**src/rtl/regfile_wr_arb_pkg.sv**
```systemverilog
// ============================================================================
//  Module  : regfile_wr_arb_pkg
//  Purpose : Shared CPU constants for the register-file write arbiter:
//            default datapath widths, requester indices, grant encoding and
//            a saturating counter helper.
//  Ports   : none (package)
//  Rev     : 1.0  initial release
// ============================================================================
`default_nettype none

package regfile_wr_arb_pkg;

    // Default datapath widths (32 registers of 32 bits)
    localparam int DEFAULT_DATA_WIDTH = 32;
    localparam int DEFAULT_ADDR_WIDTH = 5;

    // Width of the write counter
    localparam int COUNT_WIDTH = 16;

    // Requester indices: bit position in the one-hot grant vector
    localparam int REQ_ALU = 0;
    localparam int REQ_MEM = 1;

    // One-hot grant encoding, bit n set means requester n is granted
    typedef enum logic [1:0] {
        GNT_NONE = 2'b00,
        GNT_ALU  = 2'b01,
        GNT_MEM  = 2'b10
    } grant_t;

    // Increment that sticks at all-ones instead of wrapping
    function automatic logic [COUNT_WIDTH-1:0] sat_inc(input logic [COUNT_WIDTH-1:0] v);
        return (v == {COUNT_WIDTH{1'b1}}) ? v : v + {{(COUNT_WIDTH-1){1'b0}}, 1'b1};
    endfunction

endpackage : regfile_wr_arb_pkg

`default_nettype wire

```
**src/rtl/regfile_wr_arb_arb2_grant.sv**
```systemverilog
// ============================================================================
//  Module  : arb2_grant
//  Purpose : Two-requester combinational grant. A lone requester is granted
//            directly; on contention the pointer selects the winner.
//  Ports   : i_valid0 / i_valid1 - request lines (ALU / memory load)
//            i_ptr               - contention winner (0 = ALU, 1 = MEM)
//            o_grant             - one-hot grant, bit n = requester n
//  Rev     : 1.0  initial release
// ============================================================================
`default_nettype none

module arb2_grant
    import regfile_wr_arb_pkg::*;
(
    input  logic       i_valid0,
    input  logic       i_valid1,
    input  logic       i_ptr,
    output logic [1:0] o_grant
);

    grant_t w_grant;

    always_comb begin
        w_grant = GNT_NONE;
        if (i_valid0 && i_valid1) begin
            w_grant = i_ptr ? GNT_MEM : GNT_ALU;
        end else if (i_valid1) begin
            w_grant = GNT_MEM;
        end else if (i_valid0) begin
            w_grant = GNT_ALU;
        end
    end

    assign o_grant = w_grant;

endmodule : arb2_grant

`default_nettype wire

```
**src/rtl/regfile_wr_arb.sv**
```systemverilog
// ============================================================================
//  Module  : regfile_wr_arb
//  Purpose : Arbitrates ALU and memory-load writebacks onto the single
//            register-file write port. Accepted writes appear one cycle later;
//            writes to register 0 are accepted but dropped. Counts issued
//            writes in a saturating 16-bit counter.
//  Ports   : Clk, Reset (sync, active-high)
//            Valid0/Addr0/Data0/Ready0 - ALU writeback requester
//            Valid1/Addr1/Data1/Ready1 - memory-load writeback requester
//            RegWrite/WriteRegister/WriteData - register-file write port
//            WriteCount - saturating count of issued writes
//  Config  : REGFILE_WR_ARB_RR_EN defined   -> round-robin on contention
//            REGFILE_WR_ARB_RR_EN undefined -> memory load always wins
//  Rev     : 1.0  initial release
// ============================================================================
`default_nettype none

module regfile_wr_arb
    import regfile_wr_arb_pkg::*;
#(
    parameter int DATA_WIDTH = DEFAULT_DATA_WIDTH,
    parameter int ADDR_WIDTH = DEFAULT_ADDR_WIDTH
)(
    input  logic                   Clk,
    input  logic                   Reset,

    input  logic                   Valid0,
    input  logic [ADDR_WIDTH-1:0]  Addr0,
    input  logic [DATA_WIDTH-1:0]  Data0,
    output logic                   Ready0,

    input  logic                   Valid1,
    input  logic [ADDR_WIDTH-1:0]  Addr1,
    input  logic [DATA_WIDTH-1:0]  Data1,
    output logic                   Ready1,

    output logic                   RegWrite,
    output logic [ADDR_WIDTH-1:0]  WriteRegister,
    output logic [DATA_WIDTH-1:0]  WriteData,
    output logic [COUNT_WIDTH-1:0] WriteCount
);

    // ------------------------------------------------------------------
    // Contention winner selection
    // ------------------------------------------------------------------
    logic w_ptr;
    logic [1:0] w_grant;
    logic [1:0] w_ready;

`ifdef REGFILE_WR_ARB_RR_EN
    // Pointer names the requester that wins the next contention. It only
    // moves on contended grants so a lone requester never disturbs fairness.
    logic w_contended;
    logic r_ptr_q;
    logic r_ptr_d;

    assign w_contended = Valid0 && Valid1 && !Reset;

    always_comb begin
        r_ptr_d = r_ptr_q;
        if (w_contended) begin
            r_ptr_d = w_grant[REQ_ALU];
        end
    end

    always_ff @(posedge Clk) begin
        if (Reset) begin
            r_ptr_q <= 1'b0;
        end else begin
            r_ptr_q <= r_ptr_d;
        end
    end

    assign w_ptr = r_ptr_q;
`else
    // Fixed priority: the memory load always wins contention
    assign w_ptr = 1'b1;
`endif

    arb2_grant u_arb2_grant (
        .i_valid0 (Valid0),
        .i_valid1 (Valid1),
        .i_ptr    (w_ptr),
        .o_grant  (w_grant)
    );

    // No request is accepted while reset is held
    assign w_ready = Reset ? 2'b00 : w_grant;
    assign Ready0  = w_ready[REQ_ALU];
    assign Ready1  = w_ready[REQ_MEM];

    // ------------------------------------------------------------------
    // Output stage and write counter
    // ------------------------------------------------------------------
    logic                   w_xfer;
    logic [ADDR_WIDTH-1:0]  w_sel_addr;
    logic [DATA_WIDTH-1:0]  w_sel_data;

    logic                   r_we_q;
    logic                   r_we_d;
    logic [ADDR_WIDTH-1:0]  r_waddr_q;
    logic [ADDR_WIDTH-1:0]  r_waddr_d;
    logic [DATA_WIDTH-1:0]  r_wdata_q;
    logic [DATA_WIDTH-1:0]  r_wdata_d;
    logic [COUNT_WIDTH-1:0] r_count_q;
    logic [COUNT_WIDTH-1:0] r_count_d;

    assign w_xfer     = |w_ready;
    assign w_sel_addr = w_ready[REQ_MEM] ? Addr1 : Addr0;
    assign w_sel_data = w_ready[REQ_MEM] ? Data1 : Data0;

    always_comb begin
        r_waddr_d = r_waddr_q;
        r_wdata_d = r_wdata_q;
        // Register 0 is hard-wired: the transfer completes but nothing is written
        r_we_d    = w_xfer && (w_sel_addr != '0);
        if (w_xfer) begin
            r_waddr_d = w_sel_addr;
            r_wdata_d = w_sel_data;
        end
        // Counter advances together with the write it accounts for, so it
        // already reflects a write in the same cycle RegWrite is high
        r_count_d = r_we_d ? sat_inc(r_count_q) : r_count_q;
    end

    always_ff @(posedge Clk) begin
        if (Reset) begin
            r_we_q    <= 1'b0;
            r_waddr_q <= '0;
            r_wdata_q <= '0;
            r_count_q <= '0;
        end else begin
            r_we_q    <= r_we_d;
            r_waddr_q <= r_waddr_d;
            r_wdata_q <= r_wdata_d;
            r_count_q <= r_count_d;
        end
    end

    // A write pending when reset arrives is dropped rather than issued
    assign RegWrite      = r_we_q && !Reset;
    assign WriteRegister = r_waddr_q;
    assign WriteData     = r_wdata_q;
    assign WriteCount    = r_count_q;

endmodule : regfile_wr_arb

`default_nettype wire
```
**config.mk**
```make
export PLATFORM = sky130hd
export DESIGN_NAME = regfile_wr_arb
export DESIGN_NICKNAME = d
export VERILOG_FILES = /design/src/rtl/regfile_wr_arb_pkg.sv /design/src/rtl/regfile_wr_arb_arb2_grant.sv /design/src/rtl/regfile_wr_arb.sv
export SDC_FILE = /design/constraint.sdc
export NUM_CORES = 1
export LEC_CHECK = 0
export BUFFER_PORTS_ARGS = -buffer_cell sky130_fd_sc_hd__buf_2
export CORE_MARGIN = 3
export CORE_UTILIZATION = 45
export CTS_CLUSTER_SIZE = 40
export DETAILED_ROUTE_END_ITERATION = 6
export HOLD_SLACK_MARGIN = 0.02
export PLACE_DENSITY = 0.8
export SLEW_MARGIN = 5
export SYNTH_ARGS = -nofsm -noshare
export SYNTH_HDL_FRONTEND = slang
export SYNTH_HIERARCHICAL = 1
export SYNTH_SLANG_ARGS = --single-unit
```
**constraint.sdc**
```tcl
create_clock -name Clk -period 2.3 [get_ports Clk]
set_input_delay 0 -clock Clk [delete_from_list [all_inputs] [get_ports Clk]]
set_output_delay 0 -clock Clk [all_outputs]
set_load 0.05 [all_outputs]
```
Word-level counts from Yosys, hierarchy flattened:

Cells that the tools add are included.

* magnitude comparators: 0
* multipliers: 0
* add/subtract/negate cells: 1
* multiplexer cells: 6
* div/mod/pow operators: 0
* bitwise logic cells: 1
* shift operators: 0
* reduce and logical (&&, ||, !) cells: 7
* equality and inequality tests: 1

Operator list (number)
* 32-bit 2-to-1 mux: 1
* 16-bit by 1-bit adder with 16-bit output (second input constant): 1
* 16-bit equality test (second input constant): 1
* 2-bit 2-to-1 mux: 3
* 5-bit 2-to-1 mux: 1
* 5-bit nonzero test: 1
* 1-bit logical AND: 3
* 2-bit AND reduction: 1
* 2-bit OR reduction: 1
* 1-bit zero test: 1
* 1-bit 2-to-1 mux: 1
* 1-bit NOT: 1

* latch bits: 0
* logic and storage cells: 20
* flip-flop bits (word level): 54
* output and inout bits: 56
* input bits: 78
* memory bits (writable): 0
* memory bits (read-only): 0
* memories kept: 0

Depth between registers and ports, before layout:

Gate-level depths: netlist of the first run.

* depth in word-level cells: 8
* mapped depth: 8
* mapped depth without buffers: 7

Cells and area by module:

The synthesis of the first run kept the hierarchy.

By module, submodules not included
* regfile_wr_arb: times used 1, area each 2592.5 um^2, seq. area each 1081.0 um^2, cells each 299
* arb2_grant: times used 1, area each 18.8 um^2, seq. area each 0.0 um^2, cells each 3

Least setup slack after synthesis of the first run:

OpenSTA, ideal clock, no wires.

* path kind: in2reg
* start point: input Valid1
* end point: register r_count_q[9] (netlist: WriteCount[9])
* path buffers: 0
* setup slack: 0.106 ns
* data arrival time: 2.072 ns
* cell stages on the path: 6
* setup time: 0.121 ns
* cells stage by stage: a21boi_1 nor2b_1 o21ai_4 a21oi_4 nand3_2 mux2_4

* cells in the longest elaborated chain, start to end: 7
* elaborated cells between the ends (all ways): 9

Ends and longest elaborated chain
* start, declared: line regfile_wr_arb.sv:32 `input logic Valid1,`
* 2-bit 2-to-1 mux or 1-bit logical AND (tied branches): line regfile_wr_arb_arb2_grant.sv:27, regfile_wr_arb_arb2_grant.sv:25
* 2-bit 2-to-1 mux *: line regfile_wr_arb_arb2_grant.sv:25 `if (i_valid0 && i_valid1) begin`
* 2-bit 2-to-1 mux *: line regfile_wr_arb.sv:88 `assign w_ready = Reset ? 2'b00 : w_grant;`
* named net Ready1: line regfile_wr_arb.sv:35 `output logic Ready1,`
* 5-bit 2-to-1 mux: line regfile_wr_arb.sv:109 `assign w_sel_addr = w_ready[REQ_MEM] ? Addr1 : Addr0;`
* 5-bit nonzero test: line regfile_wr_arb.sv:116 `r_we_d = w_xfer && (w_sel_addr != '0);`
* 1-bit logical AND *: line regfile_wr_arb.sv:116
* 2-bit AND reduction (no line) *
* end signal, assigned: line regfile_wr_arb.sv:136 `r_count_q <= r_count_d;`
* end, declared: line regfile_wr_arb.sv:105 `logic [COUNT_WIDTH-1:0] r_count_q;`

Mark *: on every way through the listed nets, which the timed path passes. The rest lies on a longest branch.
A chain may end at the register's enable or synchronous reset.

Worst setup path in the final report of the first run:

* start point: input Addr1[3]
* end point: register r_count_q[14] (netlist: WriteCount[14])

* cells in the longest elaborated chain, start to end: 4

Ends and longest elaborated chain
* start, declared: line regfile_wr_arb.sv:33 `input logic [ADDR_WIDTH-1:0] Addr1,`
* 5-bit 2-to-1 mux: line regfile_wr_arb.sv:109
* 5-bit nonzero test: line regfile_wr_arb.sv:116
* 1-bit logical AND: line regfile_wr_arb.sv:116
* 2-bit AND reduction (no line)

Every way passes these cells.

==> flow_summary.ini, run 1 <==
[yosys]
syn-cell-area_um2 = 2610
synthFlopType = sky130_fd_sc_hd__dfxtp_1
number_of_warning_messages_in_the_yosys_log = 6
synth-edff-count = 0
synth_sequential_area_ratio = 0.414
synth.area.top_cells = sky130_fd_sc_hd__dfxtp_1, sky130_fd_sc_hd__mux2i_1, sky130_fd_sc_hd__nor2_1, sky130_fd_sc_hd__a21oi_1, sky130_fd_sc_hd__xnor2_1
ys_async_sr_fraction = 0
postSynthCellCount = 302
average_instance_area_after_synthesis_um2 = 8.65
yosysTopAreaCellShare = 0.414
yosysTopAreaCell = sky130_fd_sc_hd__dfxtp_1
yosys.cell_types.count = 33
postSynthRegisterBits = 54

[clock_network]
clock_path_buffers = 2
cts_num_sinks = 54
post-cts-setup-buffer-count = 0
worst_skew_pair_later_pin_latency_ps = 300
h_tree_levels = 2
cts-root-buf = sky130_fd_sc_hd__clkbuf_8
clk_pin_slew_ps = 90
cts_buffers = 5
tritoncts = built

[worst_setup_path]
critical_path.max_fanout = 8
timing.critical_path.required_ps = 2500
critPathLaunchType = primary input
cpPeakStageDelay_ps = 540
criticalPathCategory = primary input to flip-flop
reg2reg_to = WriteCount[9]
critPathTopFamily = simple AND/OR/NAND/NOR gates
worst_r2r_path_depth = 6
ff2ff_setup_slack_ps = 460
worst_r2r_startpoint = WriteCount[0]
worst_path_max_delay_cell = sky130_fd_sc_hd__dlygate4sd3_1
timing.critical_path.cells = dlygate4sd3_1 -> buf_2 -> or4_4 -> o21ai_4 -> nand2_2 -> nand4b_1 -> mux2_1
data_arrival_critical_path_ps = 2050
cp-end-kind = flip-flop
critical_path_buffers_and_inverters = 2

[placement]
gp_congestion = 0.792
placed_area_um2 = 3330
detailed_placement_hpwl_um = 4940
portBuffers = 133

[floorplan]
die_w_um = 82.2
design.portCount = 134
fp.dieH_um = 82.2
cell_row_count = 27
floorplan.die_area_um2 = 6750
core-area_um2 = 5570
floorplan.initialDensity = 0.468

[grt]
grt_use_total = 0.219
grt_pass1_wl_um = 11600
maximum_number_of_pins_on_one_net_before_global_route_repair = 59
number_of_global_route_vias_before_repair = 2638
globalRouteOverflowTotal = 0
antenna_violations_before_repair = 0

[power]
power.ir.vdd_worst_mv = 0.338
power.static_leakage_nw = 1.88
areal_power_density_over_the_cells_nw_per_um2 = 566

[run]
cap_violations = 0

[routing]
vias = 2704
wl_um = 7390
violation_count_after_the_first_detailed_routing_iteration = 117
drt-vias-per-instance = 5.04
antenna_violating_nets_post_route = 0
wire_per_inst_um = 13.8
detailedRoute.firstPassIterationCount = 4
remaining_routing_drc_violations = 0

[sta]
timing_worst_slew_pin_value_ps = 660
setup_viol = 0
final_worst_path_cycle_share = 0.804
grt_setup_unrepaired = no
timing.fmax_ghz = 0.541
final.setup.tns_ps = 0
final.min_clock_period_ps = 1850
slew-limit-headroom = 0.560
drv_slew = 0
finalHoldViolations = 0
fin_worst_skew_ps = 11.2

[min_path]
hold-path-cell-count = 3
min_to = r_we_q
hold_path_startpoint = Addr0[2]
holdCritPathClass = primary input to flip-flop

[outcome]
status = completed

[final_layout]
layout-drive-gt1-share = 0.340
fill_cells = 444
finalNetCount = 543
flow.area_growth_from_synthesis_pct = 45.4
num_antenna_cells = 0
design_area_um2 = 3800
==> tightest hold or removal path: stages <==
cell,delay [ps]
sky130_fd_sc_hd__buf_2,110
sky130_fd_sc_hd__o21ai_4,100
sky130_fd_sc_hd__nand2_2,100
==> through the flow <==
stage | setup WS [ps] | total power (W) | instances | hold WS, ps | util
after floorplan | 106 | 0.00142 | 303 | 143 | -
after global placement | 545 | 0.00157 | 492 | 226 | 0.598
after detailed placement | 484 | 0.00158 | 492 | 240 | 0.598
after CTS | 469 | 0.00217 | 537 | 37.5 | 0.681
after global routing | 380 | 0.00225 | 537 | 51.2 | 0.681
final | 451 | 0.00215 | 537 | 48.2 | 0.681
==> synth_stat cells (3+ instances only) <==
library cell,count
sky130_fd_sc_hd__nor2b_1,6
sky130_fd_sc_hd__and4_1,4
sky130_fd_sc_hd__buf_2,5
sky130_fd_sc_hd__mux2i_1,43
sky130_fd_sc_hd__dfxtp_1,54
sky130_fd_sc_hd__nand2_1,3
sky130_fd_sc_hd__buf_1,5
sky130_fd_sc_hd__xnor2_1,7
sky130_fd_sc_hd__a211oi_1,5
sky130_fd_sc_hd__nand2b_1,3
sky130_fd_sc_hd__and3_1,3
sky130_fd_sc_hd__nor2_1,85
sky130_fd_sc_hd__nand4_1,7
sky130_fd_sc_hd__a21oi_1,38
sky130_fd_sc_hd__clkbuf_1,9
==> layout by cell type (no fill, tap or decap), types with 5 or more instances in the layout <==
master / count
sky130_fd_sc_hd__a211oi_1: 5
sky130_fd_sc_hd__a21oi_1: 38
sky130_fd_sc_hd__buf_2: 133
sky130_fd_sc_hd__clkbuf_8: 6
sky130_fd_sc_hd__dfxtp_1: 54
sky130_fd_sc_hd__dlygate4sd3_1: 37
sky130_fd_sc_hd__mux2i_1: 43
sky130_fd_sc_hd__nand4_1: 7
sky130_fd_sc_hd__nor2_1: 85
sky130_fd_sc_hd__nor2b_1: 6
sky130_fd_sc_hd__xnor2_1: 7
==> flip-flops by register name, summed over array words and instances (netlist names) <==
register       flops
WriteData         32
WriteCount        16
WriteRegister      5
r_we_q             1
==> final cells by class <==
class                      count  area (um2)  area share
multi-input combinational    228        1460       0.386
sequential                    54        1080       0.285
timing repair buffer         174        1070       0.281
tap                           72        90.1      0.0237
clock buffer                   7        86.3      0.0227
clock inverter                 1        5.00     0.00132
inverter                       1        3.75    0.000989
==> what timing repair did <==
| item | 4_1_cts | 5_1_grt |
|---|---|---|
| endpoints found under the hold margin | 37 | 0 |
| hold buffers | 37 | 0 |
| resized for setup | 0 | 0 |
==> report_power, final <==
part	switching [W]	internal (W)	leakage [nW]	total, W
sequential	0.0000277	0.000987	0.443	0.00101
clock	0.000291	0.000244	0.0482	0.000535
combinational	0.000379	0.000218	1.39	0.000598
==> metal layers <==
metal | routed length (um) | vias to the layer above | GRT usage
met4 | 72 | 0 | 0.0648
met5 | 0 | - | 0
met1 | 2980 | 1249 | 0.235
met3 | 577 | 7 | 0.0618
li1 | - | 1355 | -
met2 | 3760 | 93 | 0.413
==> how the worst max path moves through the flow <==
stage / start / endpoint / slack, ps / depth (start not counted)
after floorplan: Valid1 / WriteCount[9] / 110 / 6
after global placement: WriteCount[0] / WriteCount[11] / 540 / 6
after detailed placement: WriteCount[0] / WriteCount[9] / 480 / 6
after CTS: Addr1[3] / WriteCount[14] / 470 / 7
after global routing: WriteCount[0] / WriteCount[9] / 380 / 6
final: Addr1[3] / WriteCount[14] / 450 / 7
==> cell families after synthesis <==
family,after synthesis,synth area share
xor gates and xnor gates,7,0.0235
muxes,46,0.181
other,1,0.00144
buffers and inverters,21,0.0355
DFF,54,0.414
AOI/OAI and AO/OA,48,0.112
adders and majority gates,1,0.00479
and+or+nand+nor,124,0.229
Note: power is estimated with default switching activity, not from simulation.
==> run 2, diff against run 1 <==
--- a/config.mk
+++ b/config.mk
@@ -7,11 +7,11 @@
 export LEC_CHECK = 0
 export BUFFER_PORTS_ARGS = -buffer_cell sky130_fd_sc_hd__buf_2
 export CORE_MARGIN = 3
-export CORE_UTILIZATION = 45
+export CORE_UTILIZATION = 41
 export CTS_CLUSTER_SIZE = 40
 export DETAILED_ROUTE_END_ITERATION = 6
 export HOLD_SLACK_MARGIN = 0.02
-export PLACE_DENSITY = 0.8
+export PLACE_DENSITY = 0.77
 export SLEW_MARGIN = 5
 export SYNTH_ARGS = -nofsm -noshare
 export SYNTH_HDL_FRONTEND = slang
==> constraint.sdc (replaced) <==
create_clock -name Clk -period 1.7 [get_ports Clk]
set_input_delay 0 -clock Clk [delete_from_list [all_inputs] [get_ports Clk]]
set_output_delay 0 -clock Clk [all_outputs]
set_load 0.05 [all_outputs]
==> run 2 against run 1 <==
Net effect: worst setup slack lost 370 ps; total power grew 37%; combinational power grew 37%; core utilization shrank 3.9 points; worst hold slack lost 2.9 ps; clock power grew 38%; clock-buffer cell count shrank 1; first-iteration DRC count grew 6.0%; critical path depth shrank 1; die area grew 9.0%; routed wire length grew 4.1%; highest routed layer unchanged.
==> flow_summary.ini, run 2 (synthesized netlist as in run 1, its figures left out) <==
[outcome]
status = completed

[worst_setup_path]
worstSetupEndpoint = WriteCount[11]
critPathTopFamily = simple AND/OR/NAND/NOR gates
critical_path.max_fanout = 6
data_arrival_critical_path_ps = 1820
cpPeakStageDelay_ps = 380
timing.critical_path.required_ps = 1900
criticalPathCategory = flip-flop to flip-flop
worst_path_max_delay_cell = sky130_fd_sc_hd__dfxtp_4
timing.critical_path.cells = ha_4 -> and3_1 -> and4_4 -> a21oi_4 -> nand3_2 -> mux2_4
ff2ff_setup_slack_ps = 80
worst_r2r_startpoint = WriteCount[0]
path_depth = 6
critical_path_buffers_and_inverters = 0
cp-end-kind = flip-flop
timing.critical_path.from = WriteCount[0]
worst_r2r_path_depth = 6
reg2reg_to = WriteCount[11]
critPathLaunchType = flip-flop

[min_path]
holdCritPathClass = primary input to flip-flop

[floorplan]
cell_row_count = 28
floorplan.initialDensity = 0.431
die_w_um = 85.8
design.portCount = 134
fp.dieH_um = 85.8
floorplan.die_area_um2 = 7360
core-area_um2 = 6060

[grt]
antenna_violations_before_repair = 0
grt_pass1_wl_um = 12300
grtUsageMet2 = 0.387
globalRouteMet1Util = 0.237
gr-usage-met3 = 0.0394
number_of_global_route_vias_before_repair = 2706
grt_most_used_layer = met2
grt_use_total = 0.208
globalRouteOverflowTotal = 0
maximum_number_of_pins_on_one_net_before_global_route_repair = 50

[placement]
dp_slack_ps = 86.2
detailed_placement_hpwl_um = 5350
portBuffers = 133
gp_congestion = 0.860

[power]
post-layout-total-power_w = 0.00294
power.ir.vdd_worst_mv = 0.523
areal_power_density_over_the_cells_nw_per_um2 = 754
power.static_leakage_nw = 1.92

[final_layout]
layout-drive-gt1-share = 0.375
final_cell_mix = sky130_fd_sc_hd__buf_2, sky130_fd_sc_hd__nor2_1, sky130_fd_sc_hd__dfxtp_1, sky130_fd_sc_hd__mux2i_1, sky130_fd_sc_hd__a21oi_1
num_antenna_cells = 0
layout.cells.most_common = sky130_fd_sc_hd__buf_2
finalNetCount = 550
largest_register_ff_count = 32
flow.area_growth_from_synthesis_pct = 49.0

[routing]
wl_um = 7690
drt-vias-per-instance = 4.97
detailedRoute.firstPassIterationCount = 4
remaining_routing_drc_violations = 0
antenna_violating_nets_post_route = 0
violation_count_after_the_first_detailed_routing_iteration = 124
wire_per_inst_um = 14.1
vias = 2717

[clock_network]
clk_pin_slew_ps = 100
h_tree_levels = 2
tritoncts = built
worst_skew_pair_later_pin_latency_ps = 310
cts_num_sinks = 54
cts_buffers = 5
clock_path_buffers = 2
cts-root-buf = sky130_fd_sc_hd__clkbuf_8

[sta]
final_worst_path_cycle_share = 0.953
timing.fmax_ghz = 0.617
grt_setup_unrepaired = no
final.min_clock_period_ps = 1620
drv_slew = 0
final.setup.worst_slack_ps = 79.3
finalHoldViolations = 0
fin_worst_skew_ps = 11.1
setup_viol = 0

[run]
cap_violations = 0
==> run 2: cell types whose count changed in the layout (fill, tap and decap cells not counted), sizes merged <==
cell and change:
buf +7, clkbuf -1, clkinvlp +1
==> run 2: per-layer routing <==
| metal | routed length (um) | share of wire |
|---|---|---|
| met5 | 0 | 0 |
| met4 | 146 | 0.019 |
| met3 | 506 | 0.066 |
| met2 | 3910 | 0.51 |
| met1 | 3120 | 0.41 |
==> run 2: layout make-up <==
type | instances | area [um2]
Inverter | 1 | 3.75
Sequential cell | 54 | 1100
Clock inverter | 2 | 12.5
Timing Repair Buffer | 181 | 1120
Clock buffer | 6 | 82.6
Fill cell | 485 | 2170
Tap cell | 75 | 93.8
Multi-Input combinational cell | 228 | 1480
==> run 2: timing repair <==
action,4_1_cts,5_1_grt
buffers inserted,0,1
endpoints found under the hold margin,37,0
endpoints found under the setup margin,0,3
hold buffers,37,0
gates resized for setup,0,1
==> run 2: worst min-delay path by stage <==
stage,cells past startpoint,end,start,slack (ps)
4_1_cts,3,r_we_q,Addr0[2],30
2_1_floorplan,1,Ready1,Reset,110
5_1_grt,2,WriteData[13],Reset,50
3_5_place_dp,3,WriteData[0],Data1[0],240
6_report,5,WriteData[11],Data0[11],50
3_3_place_gp,3,WriteData[6],Data1[6],230
==> run 2: per-stage QoR <==
| stage | area [um2] | utilization | cells | TNS, ps | hold WS [ps] |
|---|---|---|---|---|---|
| 5_1_grt | 3890 | 0.642 | 547 | 0 | 48.1 |
| 3_5_place_dp | 3410 | 0.563 | 501 | 0 | 241 |
| 6_report | 3890 | 0.642 | 547 | 0 | 45.2 |
| 4_1_cts | 3880 | 0.640 | 546 | 0 | 34.3 |
| 3_3_place_gp | 3410 | 0.563 | 501 | 0 | 225 |
| 2_1_floorplan | 2650 | - | 303 | -548 | 109 |
==> run 2: power by group <==
part           switching, W  leakage (nW)  total (W)  internal (W)
clock              0.000410        0.0472   0.000738      0.000328
sequential        0.0000419         0.448    0.00138       0.00133
combinational      0.000516          1.42   0.000820      0.000304
==> run 2: tightest hold or removal path, cell delays in order <==
cell	delay (ps)
sky130_fd_sc_hd__buf_2	80
sky130_fd_sc_hd__mux2i_1	50
sky130_fd_sc_hd__nor2_1	80
sky130_fd_sc_hd__a21oi_1	40
sky130_fd_sc_hd__nor2_1	70
==> run 3, diff against run 2 <==
--- a/config.mk
+++ b/config.mk
@@ -11,7 +11,9 @@
 export CTS_CLUSTER_SIZE = 40
 export DETAILED_ROUTE_END_ITERATION = 6
 export HOLD_SLACK_MARGIN = 0.02
+export MAX_ROUTING_LAYER = met4
 export PLACE_DENSITY = 0.77
+export RECOVER_POWER = 100
 export SLEW_MARGIN = 5
 export SYNTH_ARGS = -nofsm -noshare
 export SYNTH_HDL_FRONTEND = slang
==> constraint.sdc (replaced) <==
create_clock -name Clk -period 1.7 [get_ports Clk]
set_input_delay 0.34 -clock Clk [delete_from_list [all_inputs] [get_ports Clk]]
set_output_delay 0.34 -clock Clk [all_outputs]
set_load 0.05 [all_outputs]
==> run 3 against run 2 <==
Net effect: worst hold slack better by 220 ps; clock skew down 6.5 ps; combinational power shrank 11%; via count down 6.1%; global-route usage shrank 2.0 points; cell area shrank 10%; largest cell class unchanged.
==> flow_summary.ini, run 3 (synthesized netlist as in run 1, its figures left out) <==
[outcome]
status = completed

[clock_network]
cts-root-buf = sky130_fd_sc_hd__clkbuf_8
tritoncts = built
worst_skew_pair_later_pin_latency_ps = 300
cts_buffers = 5
clock_path_buffers = 2
h_tree_levels = 2
post-cts-setup-buffer-count = 0
cts_num_sinks = 54
clk_pin_slew_ps = 90

[sta]
final.setup.worst_slack_ps = 58.4
grt_setup_unrepaired = no
fin_worst_skew_ps = 4.67
slew-limit-headroom = 0.527
finalHoldViolations = 0
final.min_clock_period_ps = 1640
drv_slew = 0
timing_worst_slew_pin_value_ps = 709
timing.fmax_ghz = 0.609
setup_viol = 0
final.setup.tns_ps = 0
final_worst_path_cycle_share = 0.966

[final_layout]
multiInputGateArea_um2 = 1480
layout-drive-gt1-share = 0.294
fill_cells = 587
flow.area_growth_from_synthesis_pct = 33.6
layout.cells.most_common = sky130_fd_sc_hd__nor2_1
finish.utilization = 0.576
area.sequential_um2 = 1100
final_cell_mix = sky130_fd_sc_hd__nor2_1, sky130_fd_sc_hd__buf_2, sky130_fd_sc_hd__clkbuf_1, sky130_fd_sc_hd__dfxtp_1, sky130_fd_sc_hd__mux2i_1
largest_register_ff_count = 32
finalNetCount = 517
num_antenna_cells = 0

[grt]
grt_most_used_layer = met2
globalRouteMet1Util = 0.220
grt_pass1_wl_um = 11000
antenna_violations_before_repair = 0
maximum_number_of_pins_on_one_net_before_global_route_repair = 45
grt_use_total = 0.188
grtUsageMet2 = 0.326
globalRouteOverflowTotal = 0
number_of_global_route_vias_before_repair = 2380
gr-usage-met3 = 0.0384

[power]
post-layout-total-power_w = 0.00291
power.static_leakage_nw = 1.58
areal_power_density_over_the_cells_nw_per_um2 = 834
power.ir.vdd_worst_mv = 0.361

[worst_setup_path]
criticalPathCategory = primary input to output pin
timing.critical_path.required_ps = 1360
cp-end-kind = output pin
critical_path.max_fanout = 12
critPathLaunchType = primary input
data_arrival_critical_path_ps = 1300

[routing]
drt-vias-per-instance = 4.96
antenna_violating_nets_post_route = 0
wl_um = 6820
vias = 2551
wire_per_inst_um = 13.3
remaining_routing_drc_violations = 0
detailedRoute.firstPassIterationCount = 6
violation_count_after_the_first_detailed_routing_iteration = 91

[floorplan]
cell_row_count = 28
fp.dieH_um = 85.8
core-area_um2 = 6060
floorplan.die_area_um2 = 7360
die_w_um = 85.8
floorplan.initialDensity = 0.431
design.portCount = 134

[min_path]
holdCritPathClass = primary input to flip-flop

[placement]
dp_slack_ps = -242
detailed_placement_hpwl_um = 5250
gp_congestion = 0.906
portBuffers = 133

[run]
cap_violations = 0
[run 3: metrics by stage]
stage,area [um2],hold slack [ps],cells
after floorplan,2670,483,303
after global placement,3460,445,506
after detailed placement,3460,459,506
after CTS,3570,253,514
after global routing,3490,261,514
final,3490,264,514
[run 3: final cells by class]
type	count	share of cell area
clock buffers	8	0.0316
inverters	1	0.00108
multi-input cells	228	0.423
flip-flops and latches	54	0.314
well taps	75	0.0269
repair buffers	148	0.203
[run 3: where the power goes]
part	internal (W)	leakage, nW	switching, W	total [W]
logic	0.000235	1.08	0.000496	0.000730
registers	0.00133	0.448	0.0000410	0.00138
clock network	0.000412	0.0575	0.000391	0.000802
total	0.00198	1.58	0.000928	0.00291
[run 3: path summary, 6_finish.rpt]
kind | start | to | slack [ps] | cells past startpoint
max | Valid0 | Ready0 | 60 | 5
min | Data1[13] | WriteData[13] | 260 | 3
max reg2reg | WriteCount[0] | WriteCount[11] | 90 | 6
min reg2reg | WriteCount[2] | WriteCount[2] | 470 | 1
[run 3: layer usage]
metal  up-vias  part of all wire
met3         7             0.063
met5         -                 0
met4         0             0.012
met2        82              0.51
li1       1301                 -
met1      1161              0.42
[run 3: critical path, cell delays in order]
cell and delay (ps):
sky130_fd_sc_hd__buf_2 120, sky130_fd_sc_hd__a21boi_4 200, sky130_fd_sc_hd__buf_4 250, sky130_fd_sc_hd__nor2b_2 160
sky130_fd_sc_hd__clkbuf_4 230
[run 3: what timing repair did]
item                                    in CTS  in global routing
resized for setup                            0                  3
endpoints found under the setup margin       0                  4
hold buffers                                 0                  0
